File: config.mk
export PLATFORM = sky130hd
export DESIGN_NAME = bch_encoder
export DESIGN_NICKNAME = d
export VERILOG_FILES = /design/src/rtl/bch_pkg.sv /design/src/rtl/bch_parity_lfsr.sv /design/src/rtl/bch_encoder.sv
export SDC_FILE = /design/constraint.sdc
export NUM_CORES = 1
export LEC_CHECK = 0
export ABC_AREA = 1
export CAP_MARGIN = 40
export CORE_MARGIN = 5
export CORE_UTILIZATION = 40
export CTS_CLUSTER_DIAMETER = 100
export CTS_CLUSTER_SIZE = 12
export DETAILED_ROUTE_END_ITERATION = 16
export GPL_TIMING_DRIVEN = 0
export PLACE_DENSITY = 0.67
export SLEW_MARGIN = 10
export SYNTH_ARGS = -nofsm -noshare
export SYNTH_HDL_FRONTEND = slang
export SYNTH_SLANG_ARGS = --single-unit
File: constraint.sdc
create_clock -name clk -period 1.45 [get_ports clk]
set_clock_uncertainty 0.2 [all_clocks]
set_input_delay 0.29 -clock clk [delete_from_list [all_inputs] [get_ports clk]]
set_output_delay 0.29 -clock clk [all_outputs]
set_load 0.03 [all_outputs]
File: src/rtl/bch_pkg.sv
// Shared BCH(63,51) t=2 definitions for the encoder/decoder pair over GF(2^6),
// primitive polynomial x^6+x+1.
package bch_pkg;

    localparam int BCH_N    = 63;
    localparam int BCH_K    = 51;
    localparam int BCH_NPAR = 12;

    // Generator g(x) = m1*m3 = x^12+x^10+x^8+x^5+x^4+x^3+1; x^12 term implicit.
    localparam logic [BCH_NPAR-1:0] GEN_LOW = 12'h539;

    typedef enum logic [0:0] {
        ST_MSG    = 1'b0,
        ST_PARITY = 1'b1
    } t_bch_enc_state;

    // Polynomial-basis multiply; x^6 folds back to x+1.
    function automatic logic [5:0] gf_mul(input logic [5:0] a, input logic [5:0] b);
        logic [5:0] p;
        logic [5:0] t;
        p = '0;
        t = a;
        for (int i = 0; i < 6; i++) begin
            if (b[i]) p = p ^ t;
            t = {t[4:0], 1'b0} ^ (t[5] ? 6'h03 : 6'h00);
        end
        return p;
    endfunction

    // a^-1 = a^62 in GF(2^6)*; maps 0 to 0.
    function automatic logic [5:0] gf_inv(input logic [5:0] a);
        logic [5:0] r;
        r = 6'h01;
        for (int i = 0; i < 62; i++) r = gf_mul(r, a);
        return r;
    endfunction

endpackage

File: src/rtl/bch_parity_lfsr.sv
// 12-bit division LFSR computing the remainder of m(x)*x^12 mod g(x).
// With feed_en low it shifts the remainder out MSB first without feedback.
module bch_parity_lfsr
    import bch_pkg::*;
(
    input  logic clk,
    input  logic rst_n,
    input  logic shift,
    input  logic feed_en,
    input  logic din,
    input  logic clear,
    output logic msb
);

    logic [BCH_NPAR-1:0] par;
    logic                fb;

    assign fb  = feed_en && (din ^ par[BCH_NPAR-1]);
    assign msb = par[BCH_NPAR-1];

    // NOTE: sequential state uses non-blocking assignments so every register
    // samples pre-edge values regardless of statement order.
    always_ff @(posedge clk or negedge rst_n) begin
        if (!rst_n) begin
            par <= '0;
        end else if (clear) begin
            par <= '0;
        end else if (shift) begin
            par <= {par[BCH_NPAR-2:0], 1'b0} ^ (fb ? GEN_LOW : '0);
        end
    end

endmodule

File: src/rtl/bch_encoder.sv
// Serial systematic BCH(63,51) encoder: echoes 51 message bits, then emits
// 12 parity bits, MSB (x^62) first, with valid/ready on both sides.
module bch_encoder
    import bch_pkg::*;
(
    input  logic clk,
    input  logic rst_n,
    input  logic in_valid,
    input  logic in_data,
    output logic in_ready,
    output logic out_valid,
    output logic out_data,
    input  logic out_ready
);

    localparam logic [5:0] MSG_LAST = 6'(BCH_K - 1);
    localparam logic [5:0] PAR_LAST = 6'(BCH_NPAR - 1);

    t_bch_enc_state state;
    logic [5:0]     cnt;
    logic           free;
    logic           accept;
    logic           par_step;
    logic           par_msb;

    assign free     = !out_valid || out_ready;
    assign in_ready = (state == ST_MSG) && free;
    assign accept   = in_valid && in_ready;
    assign par_step = (state == ST_PARITY) && free;

    // Remainder is already zero after the 12th parity shift; clearing also
    // guarantees a clean start if anything upstream ever misbehaves.
    bch_parity_lfsr u_lfsr (
        .clk     (clk),
        .rst_n   (rst_n),
        .shift   (accept || par_step),
        .feed_en (state == ST_MSG),
        .din     (in_data),
        .clear   (par_step && (cnt == PAR_LAST)),
        .msb     (par_msb)
    );

    always_ff @(posedge clk or negedge rst_n) begin
        if (!rst_n) begin
            state     <= ST_MSG;
            cnt       <= '0;
            out_valid <= 1'b0;
            out_data  <= 1'b0;
        end else begin
            unique case (state)
                ST_MSG: begin
                    if (accept) begin
                        out_data  <= in_data;
                        out_valid <= 1'b1;
                        if (cnt == MSG_LAST) begin
                            cnt   <= '0;
                            state <= ST_PARITY;
                        end else begin
                            cnt <= cnt + 6'd1;
                        end
                    end else if (free) begin
                        out_valid <= 1'b0;
                    end
                end
                ST_PARITY: begin
                    if (free) begin
                        out_data  <= par_msb;
                        out_valid <= 1'b1;
                        if (cnt == PAR_LAST) begin
                            cnt   <= '0;
                            state <= ST_MSG;
                        end else begin
                            cnt <= cnt + 6'd1;
                        end
                    end
                end
                default: state <= ST_MSG;
            endcase
        end
    end

endmodule

-- Yosys cells after proc, flatten, opt, wreduce, memory -nomap -nowiden
Index checks and enable logic that the tools add are counted.
Widths: inputs -> output; s select.
- add/subtract/negate cells: 1
- eq/ne operators: 5
- muxes and demuxes: 20
- bitwise gates (word level): 3
- reduce and logical (&&, ||, !) cells: 11
- operators with widths (cell ; count):
    $mux 12 ; 2
    $mux 6 ; 4
    $pmux 6 s2 ; 1
    $xor 12x12->12 ; 1
    $mux 11 ; 1
    $mux 1 ; 9
    $add 6x1->6 const B ; 1
    $eq 6x4->1 const B ; 1
    $eq 6x6->1 const B ; 1
    $pmux 1 s2 ; 3
    $logic_and 1x1->1 ; 5
    $reduce_and 2->1 ; 2
    $ne 3x3->1 const B ; 1
    $logic_or 1x1->1 ; 2
    $ne 2x1->1 const B ; 1
    $ne 2x2->1 const B ; 1
    $reduce_bool 2->1 ; 1
    $logic_not 1->1 ; 1
    $not 1->1 ; 1
    $xor 1x1->1 ; 1
- register bits: 21
- output and inout bits: 3
- word-level logic and storage cells: 45

-- Depth between registers and ports, before layout
Gate-level depths: netlist of the first run.
- depth after elaboration: 7
- depth in mapped cells: 9

-- Hierarchy
A second synthesis of the first run with hierarchy kept.
- cell total of the unflattened synthesis: 142
- area, all modules: 1104.8 sq um
- by module, submodules not included (module ; times used ; cells an instance ; area each (sq um) ; seq. area each (sq um)):
    bch_parity_lfsr ; 1 ; 66 ; 566.8 ; 300.3
    bch_encoder ; 1 ; 76 ; 538.0 ; 225.2

-- Least setup slack after synthesis of the first run
OpenSTA, ideal clock, no wires.
- path kind: register -> register
- start point: reg out_valid
- end point: reg u_lfsr.par[10]
- setup time: 0.065 ns
- arrival time: 1.430 ns
- data required time: 1.185 ns
- path slack: -0.245 ns
- stages on the path, launching flop included: 9
- cells stage by stage: dfrtp_1 -> nand2_4 -> inv_1 -> nor2_2 -> nand2_1 -> nand2_2 -> buf_6 -> nand2_1 -> nand2_1
- longest elaborated chain between the ends: 6
- elaborated cells between the ends (all ways): 9
- those cells by class: mux: 1; reduce/logical: 8
- RTL lines (element ; RTL line ; source):
    from (decl) ; bch_encoder.sv:11 ; output logic out_valid,
    from (signal assigned) ; bch_encoder.sv:47 ; out_valid <= 1'b0;
    from (signal assigned) ; bch_encoder.sv:54 ; out_valid <= 1'b1;
    from (signal assigned) ; bch_encoder.sv:62 ; out_valid <= 1'b0;
    $logic_not 1->1 ; bch_encoder.sv:26 ; assign free = !out_valid || out_ready;
    $logic_or 1x1->1 ; bch_encoder.sv:26 ;
    $logic_and 1x1->1 ; bch_encoder.sv:27 ; assign in_ready = (state == ST_MSG) && free;
    net in_ready ; bch_encoder.sv:10 ; output logic in_ready,
    $logic_and 1x1->1 ; bch_encoder.sv:28 ; assign accept = in_valid && in_ready;
    $logic_or 1x1->1 ; bch_encoder.sv:36 ; .shift (accept || par_step),
    $reduce_bool 2->1 (no source line) ; -- ;
    to (signal assigned) ; bch_parity_lfsr.sv:29 ; par <= {par[BCH_NPAR-2:0], 1'b0} ^ (fb ? GEN_LOW : '0);
    to (decl) ; bch_parity_lfsr.sv:15 ; logic [BCH_NPAR-1:0] par;
The timed path passes the listed nets, and every way through them passes these cells.
A chain may end at the register's enable or synchronous reset.

-- Worst setup path in the final report of the first run
- start point: reg out_valid
- end point: out in_ready
- longest elaborated chain between the ends: 3
- RTL lines (element ; RTL line):
    $logic_not 1->1 ; bch_encoder.sv:26
    $logic_or 1x1->1 ; bch_encoder.sv:26
    $logic_and 1x1->1 ; bch_encoder.sv:27
    to (decl) ; bch_encoder.sv:10
Every way passes these cells.

==> results of run 1 <==
==> power by group <==
part           switching, uW  internal, uW
clock                    188           107
combinational            882           648
sequential               213           823
total                   1280          1580
==> timing repair <==
| action | in CTS | in global routing |
|---|---|---|
| pin swaps | 2 | 8 |
| endpoints found under the hold margin | 0 | 0 |
| setup endpoints to repair | 19 | 22 |
| gates resized for setup | 30 | 16 |
| cloned | 1 | 3 |
| buffers inserted | 8 | 1 |
==> flip-flops by register name, indices dropped and copies added, names as in the netlist <==
| signal | cells |
|---|---|
| out_valid | 1 |
| cnt | 6 |
| out_data | 1 |
| state | 1 |
| u_lfsr.par | 12 |
==> worst max-delay path: cells and delay by family, from the launching register on <==
family	cells	cell delay, ps
buf+inv	2	170
simple gates	2	160
flops	1	440
==> area by class of cell <==
cell class,instances,area share
Buffer,3,0.0232
Inverter,17,0.0455
Multi-Input combinational cell,110,0.407
Tap cell,31,0.0266
Sequential cell,21,0.362
Clock buffer,4,0.0180
Timing Repair Buffer,20,0.118
==> placed cells by master, fill, tap and decap left out <==
cell and instances:
sky130_fd_sc_hd__nor2_1 9, sky130_fd_sc_hd__nand2_1 61, sky130_fd_sc_hd__inv_4 1, sky130_fd_sc_hd__dfrtp_1 19
sky130_fd_sc_hd__dfrtp_2 2, sky130_fd_sc_hd__o21bai_1 1, sky130_fd_sc_hd__dlygate4sd2_1 1, sky130_fd_sc_hd__inv_2 6
sky130_fd_sc_hd__ha_1 1, sky130_fd_sc_hd__clkbuf_4 3, sky130_fd_sc_hd__o21ai_0 4, sky130_fd_sc_hd__buf_2 2
sky130_fd_sc_hd__buf_4 10, sky130_fd_sc_hd__ha_2 1, sky130_fd_sc_hd__o21ai_1 2, sky130_fd_sc_hd__nand3_2 4
sky130_fd_sc_hd__o21ai_4 1, sky130_fd_sc_hd__buf_8 1, sky130_fd_sc_hd__nand3_1 3, sky130_fd_sc_hd__nand3_4 2
sky130_fd_sc_hd__nand2_2 13, sky130_fd_sc_hd__nor2_4 2, sky130_fd_sc_hd__clkdlybuf4s50_1 3, sky130_fd_sc_hd__clkbuf_1 1
sky130_fd_sc_hd__nor2_2 2, sky130_fd_sc_hd__nand2_4 3, sky130_fd_sc_hd__inv_1 10, sky130_fd_sc_hd__o21ai_2 1
sky130_fd_sc_hd__buf_6 6
==> kinds of logic (layout without fill, tap and decap cells) <==
family / Yosys count / after routing / share of synthesized area
flops: 21 / 21 / 0.468
buf+inv: 20 / 44 / 0.0835
fa+ha+maj: 2 / 2 / 0.0223
simple gates: 99 / 99 / 0.379
compound gates: 8 / 9 / 0.0479
==> metal layers <==
metal / part of all wire / GRT usage / routed length (um) / vias up
li1: - / - / - / 502
met1: 0.46 / 0.169 / 1220 / 490
met2: 0.51 / 0.213 / 1340 / 11
met3: 0.025 / 0.0468 / 67 / 2
met4: 0.0064 / 0.0212 / 17 / 0
met5: 0 / 0 / 0 / -
==> per-stage QoR <==
| step | utilization | TNS, ps | hold WS [ps] | area [sq um] |
|---|---|---|---|---|
| floorplan | - | -310 | -206 | 1130 |
| global placement | 0.454 | -10960 | 250 | 1240 |
| detailed placement | 0.459 | -6030 | 268 | 1260 |
| CTS | 0.504 | -431 | 93.3 | 1380 |
| global route | 0.534 | -1890 | 85.1 | 1460 |
| finish | 0.534 | -497 | 76.8 | 1460 |
==> how the worst max path moves through the flow <==
stage                     startpoint              to  slack (ps)  cells past startpoint
final                      out_valid        in_ready        -130                      4
after global routing       out_valid        in_ready        -190                      4
after CTS                  out_valid        in_ready        -140                      4
after detailed placement   out_ready        in_ready        -780                      6
after global placement     out_ready        in_ready        -780                      6
after floorplan            out_valid  u_lfsr.par[10]         -40                      8
==> impl.org, run 1 <==
** Synthesis
- By area the synthesized netlist is led by sky130_fd_sc_hd__dfrtp_1 (47%), sky130_fd_sc_hd__nand2_1 (23%), sky130_fd_sc_hd__inv_1 (4.3%).
- By count the netlist is led by sky130_fd_sc_hd__nand2_1 (70), sky130_fd_sc_hd__dfrtp_1 (21), sky130_fd_sc_hd__inv_1 (13).
- The mapped netlist covers 1120 sq um.
- By instance count, the leading cell after synthesis is sky130_fd_sc_hd__nand2_1.
- Part of the Yosys area used for sequential elements :: 0.468
- Most used flip-flop cell after synthesis :: sky130_fd_sc_hd__dfrtp_1
- For this run, the number of Yosys warnings is 0.
- Number of standard cells after synthesis :: 150
- Largest area contributor in the synthesized netlist :: sky130_fd_sc_hd__dfrtp_1
- Share of synthesized flip-flops with an asynchronous set or reset :: 1.00
- In this run, synthesis inferred 0 flip-flops with an integrated enable.
- Synthesized area per cell :: 7.49 sq um
- Post-synth top area share :: 0.468
- Net Count, Synth :: 157
- Counting distinct cell types in the post-synthesis netlist gives 18.
- In this run, synthesis produced a sequential element count of 21.

** STA
- Setup repair after global routing could not meet its margin everywhere.
- Count of endpoints failing setup in the final report :: 14
- The smallest clock period supported by the final layout is computed as 1580 ps.
- Based on the critical path, the design can be clocked at up to 634 MHz.
- Slew @ Worst Pin :: 466 ps
- Once routing completed, OpenROAD measured the worst setup slack at -126 ps.
- The count of final max-slew check failures was 0.
- Hold Vio Cnt, Final :: 0
- In the finished design, the share of the clock period the worst path needs comes to 1.09.
- Headroom to the max-slew limit :: 0.688

** Finish
- 0 antenna diodes ended up in the layout.
- The sequential cells in the finished layout cover a total of 528 sq um.
- In the final design database the tool counted 183 nets.
- Share of layout cells above drive strength 1 :: 0.343
- Excluding fillers, the count of instances in the completed layout stands at 206.
- The area growth from synthesis to layout is 29.8%.
- Counting the fill cells in the layout gives 257.
- Combined area of the multi-input logic cells :: 593 sq um

** Detailed routing
- Iteration-0 DRC Markers :: 48
- Antenna-violating nets left :: 0
- Before antenna repair, the detailed router went through 4 iterations.
- Across all layers, the routed design uses 1005 vias.
- For this block, the routed nets add up to 2640 um of wire.
- After detailed routing, the number of vias per cell comes to 4.88.
- Dividing the detail-routed wire length by the instance count gives 12.8 um.
- Drt drc :: 0

** Setup path
- Critical R2R Launch :: out_valid
- STA classifies the critical path startpoint as a flop.
- In this run the critical register-to-register path is captured at u_lfsr.par[6].
- Sequence of cells on the critical path :: nand2_4 -> inv_4 -> nor2_4 -> buf_6
- WP data arrival :: 1090 ps
- The worst setup path is captured at an output pin.
- The largest single stage delay on the critical path is 440 ps.
- Setup Crit Path Kind :: reg2out
- Worst reg-to-reg path cell count :: 10
- Max Fanout on Critical Path :: 2
- Data on the critical path is required at its endpoint by 960 ps.
- R2R setup slack :: -50 ps
- Highest-delay cell along the critical path :: sky130_fd_sc_hd__dfrtp_2

** Place
- HPWL after detailed placement :: 1620 um
- Pre-CTS setup slack :: -783 ps
- Routability-driven placement finished with a final weighted congestion of 0.843.
- In this run the tool buffered the top-level ports with 7 buffer cells.
- Placed cell count :: 189

** Power
- Power density relative to cell area :: 1960 nW/um^2
- The design draws 2860 uW.
- IR analysis of the VDD net gives a maximum drop of 1.54 mV.
- Reported leakage power :: 0.000751 uW

** Clock tree
- Clock sink count :: 21
- Buffers inserted during clock tree synthesis total 3.
- H-tree lvl count :: 1
- CTS hold repair buffers :: 0
- Worst-skew pair later-pin latency :: 310 ps
- TritonCTS built the clock tree.
- After clock tree synthesis, the clock-pin slew on the worst setup and hold paths is 130 ps.
- CTS Buffer Depth :: 2
- Clock tree synthesis selected as its root buffer the cell sky130_fd_sc_hd__clkbuf_4.

** Floorplan
- In this run the standard cell core region covers 2730 sq um.
- Measured along the x axis, the die boundary spans 63 um.
- Starting Density :: 0.411
- I/O Pins :: 8
- Placement row count :: 19
- Die Y-Extent :: 63 um
- The floorplan step defined a die boundary enclosing 3970 sq um.

** GRT
- Vias in the first global route :: 950
- The first global-routing pass estimated 4170 um of wire.
- Total overflow reported by the global router :: 0
- Total routing usage reported by global routing :: 0.131
- The initial antenna violation count is 0.
- Pin count of the biggest net entering global routing :: 15

** Status
- The final reports fail on setup timing.
- The flow ran to the end, but the final reports show violations.

** Hold path
- Type of the worst min-delay path :: in2async

** Job
- Across the run, the number of max-cap violations was 0.
Power figures use the tool's default switching activity.
==> inputs of run 2 (changes only) <==
--- a/constraint.sdc
+++ b/constraint.sdc
@@ -4,2 +4,2 @@
 set_output_delay 0.29 -clock clk [all_outputs]
-set_load 0.03 [all_outputs]
+set_load 0.01 [all_outputs]
==> impl.org, run 2 (synthesized netlist as in run 1, its figures left out) <==
** Floorplan
- The number of I/O pins came to 8 (unchanged).
- The number of rows created at floorplan came to 19 (unchanged).
- Core Area :: 2730 sq um (unchanged)
- Die Y-Extent :: 63 um (unchanged)
- The width of the chip came to 63 um (unchanged).
- Die area :: 3970 sq um (unchanged)
- The initial standard-cell utilization of the core came to 0.411 (unchanged).

** Finish
- # nets final :: 185 (+1.1%)
- The area taken by flip-flops and latches is 531 sq um (+0.47%).
- The count of antenna diodes in the layout came to 0 (unchanged).
- Commonest non-fill, non-tap cells in the layout :: sky130_fd_sc_hd__nand2_1 (55), sky130_fd_sc_hd__nand2_2 (17), sky130_fd_sc_hd__dfrtp_1 (17)
- Compared with the post-synthesis result, the final layout area differs by 37.6%.
- Leaving out fill and tap cells, the most frequent cell in the layout is sky130_fd_sc_hd__nand2_1.
- Fillcell total :: 243 (-5.4%)
- Flip-flop count of the largest register after layout :: 12 (unchanged)
- The largest registers in the layout are u_lfsr.par x12, cnt x6.
- The share of layout cells above drive strength 1 is 0.418 (+0.0752).
- The final standard cell utilization of the core is 0.566 (+0.0320).
- Register name with the most flops :: u_lfsr.par
- Combined area of the multi-input logic cells :: 647 sq um (+9.1%)

** Clock tree
- The cell sitting at the root of the clock tree is a sky130_fd_sc_hd__clkbuf_4.
- Number of buffers inserted during clock tree synthesis :: 3 (unchanged)
- TritonCTS built the clock tree.
- The count of H-tree levels built during CTS is 1 (unchanged).
- Clock transition time at the flip-flop clock pins of the worst setup and hold paths :: 120 ps (about the same)
- Worst-skew pair later-pin latency :: 300 ps (about the same)
- The number of clock sinks is 21 (unchanged).
- CTS Buffer Depth :: 2 (unchanged)

** GRT
- The combined global-route utilization of all metal layers is 0.131 (-0.000374).
- The initial antenna violation count is 0 (unchanged).
- The total congestion overflow is 0 (unchanged).
- Wire length of the first global-routing pass :: 4290 um (+2.8%)
- Vias in the first global route :: 990 (+4.2%)
- The pin count of the biggest net entering global routing came to 13 (-2).

** Job
- Max capacitance violation total :: 0 (unchanged)

** Detailed routing
- Drt drc :: 0 (unchanged)
- Iteration-0 DRC Markers :: 105 (+120%)
- The number of iterations in the first detailed-routing pass came to 4 (unchanged).
- Wire length reported by the detailed router :: 2700 um (+1.9%)
- Routed length per instance :: 13.0 um (+0.95%)
- Antenna-violating nets left :: 0 (unchanged)
- Via-per-instance ratio :: 4.85 (-0.57%)
- The via count came to 1009 (+0.40%).

** Setup path
- The worst setup path is of the reg2out kind.
- R2R setup slack :: -40 ps (about the same)
- STA classifies the critical path endpoint as an output pin.
- WP data arrival :: 1040 ps (-50 ps)
- Capture point of the worst reg-to-reg path :: u_lfsr.par[10]
- Critical R2R Launch :: cnt[3]
- Data required time at the worst endpoint :: 960 ps (about the same)
- Worst reg-to-reg path cell count :: 8 (-2)
- Max Fanout on Critical Path :: 6 (+4)
- Kind of launch point of the worst setup path :: flop

** STA
- Final Hold Slack :: 128 ps (+50.9 ps)
- Hold Vio Cnt, Final :: 0 (unchanged)
- Setup repair after global routing could not meet its margin everywhere.
- Maximum clock frequency :: 652 MHz (+2.8%)
- Slew @ Worst Pin :: 547 ps (+81.2 ps)
- Post-route fraction of the period consumed by the critical path :: 1.06 (-0.0299)
- The count of final max-slew check failures came to 0 (unchanged).
- Count of endpoints failing setup in the final report :: 15 (+1)
- The post-layout minimum cycle time is 1530 ps (-43.3 ps).
- The final worst-path setup slack is -83.1 ps (+43.3 ps).
- Post-route setup TNS :: -365 ps (+132 ps)
- Headroom to the max-slew limit :: 0.634 (-0.0543)

** Power
- The leakage power was 0.000787 uW (+4.8%).
- Peak supply drop :: 1.49 mV (-3.4%)
- The overall power consumption was 2900 uW (+1.5%).
- Power density relative to cell area :: 1880 nW/um^2 (-4.3%)

** Status
- The run finished, with violations left.
- Violated checks :: setup timing

** Place
- Pre-CTS setup slack :: -629 ps (+154 ps)
- Buffers added on ports :: 7 (unchanged)
- The final HPWL from detailed placement was 1670 um (+2.9%).
- The last weighted congestion value of the routability-driven placer came to 0.820 (-2.7%).

** Hold path
- The path class of the tightest hold or removal check is in2async.
[run 2: changes by cell type in the layout (fill, tap and decap cells not counted), sizes merged]
cell,change
dlymetal6s2s,+1
buf,+1
dlygate4sd2,+1
clkinv,+1
clkdlybuf4s50,-1
o21ai,-1
[run 2: per-layer routing]
metal  track usage  wire length [um]  vias to the layer above
met5             0                 0                        -
met4        0.0398                53                        0
met3        0.0414               109                        6
met2         0.226              1370                       22
met1         0.152              1160                      474
li1              -                 -                      507
[run 2: cell type report]
cell class,instances,area share
buffer,3,0.0218
timing repair buffer,23,0.131
inverter,17,0.0429
clock inverter,1,0.00324
sequential,21,0.343
tap,31,0.0251
clock buffer,3,0.0146
multi-input combinational,109,0.418
[run 2: power breakdown]
part / internal (uW) / switching [uW]
sequential: 828 / 236
clock: 103 / 179
combinational: 705 / 852
total: 1640 / 1270
[run 2: critical path, cell delays in order, from the launching register on]
cell	delay, ps
sky130_fd_sc_hd__dfrtp_2	500
sky130_fd_sc_hd__nor2_4	140
sky130_fd_sc_hd__buf_6	110
[run 2: repair_timing]
item                                    in CTS  in global routing
endpoints found under the setup margin      19                 19
resized for setup                           22                 39
cloned                                       1                  1
hold buffers                                 0                  0
setup buffers                                6                 10
pin swaps                                    8                 14
[run 2: stage by stage]
stage | instance area (sq um) | cells
2_1_floorplan | 1120 | 150
3_3_place_gp | 1230 | 188
3_5_place_dp | 1250 | 189
4_1_cts | 1350 | 198
5_1_grt | 1550 | 208
6_report | 1550 | 208
[run 2: worst max-delay path by stage]
stage / from / to / slack (ps) / cells past startpoint
detailed placement: out_ready / in_ready / -630 / 6
global route: state / in_ready / -150 / 2
CTS: out_valid / in_ready / -130 / 4
floorplan: cnt[0] / u_lfsr.par[10] / 70 / 7
global placement: out_ready / in_ready / -610 / 6
finish: state / in_ready / -80 / 2
==> variant 1 (config.mk and constraints of run 2) <==
Make the reset (`rst_n`) synchronous in 2 clocked blocks.
--- a/src/rtl/bch_parity_lfsr.sv
+++ b/src/rtl/bch_parity_lfsr.sv
@@ -20,7 +20,7 @@
 
     // NOTE: sequential state uses non-blocking assignments so every register
     // samples pre-edge values regardless of statement order.
-    always_ff @(posedge clk or negedge rst_n) begin
+    always_ff @(posedge clk) begin
         if (!rst_n) begin
             par <= '0;
         end else if (clear) begin
--- a/src/rtl/bch_encoder.sv
+++ b/src/rtl/bch_encoder.sv
@@ -40,7 +40,7 @@
         .msb     (par_msb)
     );
 
-    always_ff @(posedge clk or negedge rst_n) begin
+    always_ff @(posedge clk) begin
         if (!rst_n) begin
             state     <= ST_MSG;
             cnt       <= '0;
Function: differs if rst_n is asserted again (counterexample within 4 cycles, from zero or initial values and one cycle with rst_n low); with rst_n held inactive, the same outputs for 10 cycles.
==> variant 1 against run 2 <==
The run still ends with negative setup slack left. Synthesized area unchanged. Count of clock-buffer cells in the layout unchanged. Critical path type unchanged. Cell area down 10%. Wire length down 7.8%. Sequential cell count unchanged. Synthesized cell count up 11%. Worst setup slack better by 0.064 ns. Sequential share of layout area down 3.4 points. Cell count up 4.3%. Register-to-register slack better by 0.07 ns.
Power is not compared: it rests on default switching activity, and its combinational part moved more than twofold at a synthesized area within 25%.
==> variant 1: results (changes against run 2) <==
routed len/inst 11.5 um (-12%); met2 wire length 1.16 mm (-16%); FF-to-FF Start state; Netlist cell types 22 (+4); total area of sequential cells 429 um2 (-19%); Signal buf overhead 0.115 (-0.0375); slowest CP cell dfxtp_2; vias in the first global route 944 (-4.6%); top cells by count, synth nand2_1 (41), inv_1 (27), nor2_1 (25); global routing usage on met3 0.0342 (-0.00719); CP max stage delay 0.35 ns (-0.15 ns); area post-placement 0.00122 mm2 (-2.0%); Final WS setup -0.0196 ns (+0.0635 ns); fin util 0.508 (-0.0581); R2R cell count 6 (-2); Synth async-reset ratio 0 (-1.00); multi-input gates 113 (+3.7%); Seq/Total Area, Yosys 0.374 (-0.0935); status finished with violations; Seq Cell Count 21 (unchanged); violations in the final reports negative setup slack; CP Max Fanout 3 (-3); endpoints failing setup 1 (-14); Synth Flop Type dfxtp_1; nets 194 (+4.9%); hpwl dp 1.60 mm (-3.9%); met1 WL 1.17 mm (+1.0%); GP Congestion 0.852 (+4.0%); Hold Slack 0.221 ns (+0.0937 ns); FILL cells 268 (+10%); Post-Place Cells 204 (+7.9%); first-pass GRT wire length 4.08 mm (-5.0%); vias per inst 4.94 (+1.8%); share of post-route cells with drive strength above 1 0.280 (-0.139); R2R Setup Slk 0.03 ns (+0.07 ns); GRT met2 Usage 0.199 (-0.0269); Clock buf/inv share 0.0198 (+0.00204); Fin Setup TNS -0.0196 ns (+0.345 ns); multi-input combinational area share 0.447 (+0.0290)
==> variant 1: cell count changes after synthesis, moves of 2 or more <==
cell,before,now
dfxtp_1,0,21
nand2_1,70,41
inv_2,4,1
nand3_1,8,11
dfrtp_1,21,0
a21oi_1,0,8
nand4_1,0,6
nand2_2,6,0
inv_1,13,27
o21ai_1,2,5
nor2_1,9,25
o21ai_2,0,2
==> variant 1: cells by family after synthesis <==
kind of cell | Yosys count | synth area share
AND/OR/NAND/NOR | 90 | 0.355
buffers and inverters | 33 | 0.133
flip-flops | 21 | 0.374
XOR/XNOR | 1 | 0.00780
adder cells (fa/ha/maj) | 2 | 0.0223
AO/OA/AOI/OAI | 20 | 0.108
==> variant 1: where the power goes <==
group	total [uW]	switching, uW	internal [uW]
Clock	298	195	103
Sequential	626	18.7	607
Combinational	217	124	93.4
Total	1140	338	804
==> variant 1: timing repair <==
item,4_1_cts,5_1_grt
resized for setup,17,21
setup endpoints to repair,22,23
pin swaps,2,5
setup buffers,3,6
==> variant 2 (flow settings as in run 2) <==
Without the edit above. Set the package constant `BCH_NPAR` to 11 (it was 12).
--- a/src/rtl/bch_pkg.sv
+++ b/src/rtl/bch_pkg.sv
@@ -4,7 +4,7 @@
 
     localparam int BCH_N    = 63;
     localparam int BCH_K    = 51;
-    localparam int BCH_NPAR = 12;
+    localparam int BCH_NPAR = 11;
 
     // Generator g(x) = m1*m3 = x^12+x^10+x^8+x^5+x^4+x^3+1; x^12 term implicit.
     localparam logic [BCH_NPAR-1:0] GEN_LOW = 12'h539;
Formal check against the unedited RTL: same outputs for any inputs over 10 cycles, from zero or initial values and one cycle with rst_n low; that may be too few to reach the edited logic, so the function may still have changed.
==> variant 2 against run 2 <==
Critical path type unchanged. Maximum frequency down 0.55%. Critical endpoint unchanged. Combinational power up 4%. Core utilization up 3.6 points. Synthesized area down 4.0%. Non-clock buffer count up 2. Cell count down 3.4%. Total power up 0.52%. Cell area down 1.9%. Sequential power down 4%. Wire length up 3.1%. Sequential cell count down 1. Worst setup slack worse by 0.0085 ns. The run still ends with negative setup slack left.
==> variant 2: results (changes against run 2) <==
Hold Path Class in -> async; GRT Total Usage 0.145 (+0.0142); Switching Fraction 0.437 (about the same); r2r endpoint cnt[4]; vias 1,028 (+1.9%); sequential share of power 0.351 (-0.016); R2R cell count 8 (unchanged); vias in the first global route 966 (-2.4%); routed len/inst 13.8 um (+6.7%); CP startpoint out_valid; violations in the final reports negative setup slack; CP Capture Point in_ready; drt first-iter violations 46 (-56%); number of port buffers 7 (unchanged); nets 180 (-2.7%); diode count 0 (unchanged); Seq/Total Area, Yosys 0.464 (-0.00367); hpwl dp 1.59 mm (-4.3%); clock share of power 0.091 (-0.006); CP Max Fanout 2 (-4); Fin Setup TNS -0.877 ns (-0.513 ns); CTS H-tree depth 1 (unchanged); Final WS setup -0.0916 ns (-0.00851 ns); clock transition at the registers of the reported paths 0.11 ns; Max Root-Sink Buffers 2 (unchanged); Netlist cell types 18 (unchanged); R2R Setup Slk -0.07 ns (-0.03 ns); area post-placement 0.00121 mm2 (-2.7%); endpoints failing setup 16 (+1); clock-net power 264 uW (-6%); CP max stage delay 0.43 ns (-0.07 ns); Pleak 0.000759 uW (-3.6%); ranking of synthesized cells by area dfrtp_1 (46%), nand2_1 (20%), nand3_1 (5.6%), inv_1 (5.2%), nor2_1 (4.2%); slowest CP cell dfrtp_1; biggest regs u_lfsr.par x11, cnt x6; largest net degree at the start of global routing 18 (+5); Synth Flop Type dfrtp_1; worst ir drop on vdd 1.33 mV (-10%); top cells by count, synth nand2_1 (57), dfrtp_1 (20), inv_1 (15); syn_nets 148 (-5.7%); Hold Slack 0.0247 ns (-0.103 ns); GP Congestion 0.820 (about the same); first-pass GRT wire length 4.04 mm (-5.8%); share of post-route cells with drive strength above 1 0.380 (-0.0380); status finished with violations; Least-Margin Pin Slew 0.310 ns (-0.237 ns); FF-to-FF Start cnt[1]; Clk Tree Root Cell clkbuf_4
## variant 2: cell types whose count changed in the layout (fill, tap and decap cells not counted), moves of 2 or more
| cell | before | now |
|---|---|---|
| buf_4 | 11 | 15 |
| buf_6 | 7 | 4 |
| dfrtp_2 | 4 | 2 |
| inv_1 | 9 | 11 |
| inv_2 | 7 | 3 |
| inv_4 | 1 | 3 |
| nand2_1 | 55 | 48 |
| nand2_2 | 17 | 9 |
| nand3_1 | 4 | 9 |
| o21ai_2 | 0 | 2 |
## variant 2: per-layer routing
metal	vias to the layer above	routed length, um	GRT usage
met1	499	1180	0.155
met4	0	38	0.0576
li1	498	-	-
met2	25	1430	0.266
met3	6	128	0.0413
met5	-	0	0
## variant 2: area by class of cell
| type | instances | area [um2] |
|---|---|---|
| sequential | 20 | 503 |
| fill | 215 | 1010 |
| clock buffer | 3 | 22.5 |
| multi-input combinational | 102 | 593 |
| timing repair buffer | 26 | 251 |
| inverter | 18 | 82.6 |
| buffer | 2 | 26.3 |
| tap | 30 | 37.5 |
## variant 2: repair_timing
item                       CTS  global route
cloned                       0             3
setup endpoints to repair   17            21
pin swaps                    2            13
gates resized for setup     16            39
hold buffers                 0             0
setup buffers                5            12
## variant 2: cells by family after synthesis
family | synth area share
AO/OA/AOI/OAI | 0.0708
adder cells (fa/ha/maj) | 0.0232
buffers and inverters | 0.0835
flip-flops | 0.464
AND/OR/NAND/NOR | 0.358
## variant 2: worst max-delay path, delay by kind of cell, from the launching register on
kind | cells | cell delay [ns]
flip-flops | 1 | 0.43
AND/OR/NAND/NOR | 2 | 0.17
buffers and inverters | 2 | 0.15
## variant 2: metrics by stage
step                instances  setup slack [ns]
global placement          178            -0.634
global route              201            -0.189
detailed placement        179            -0.643
finish                    201           -0.0916
floorplan                 141            0.0304
CTS                       187            -0.117
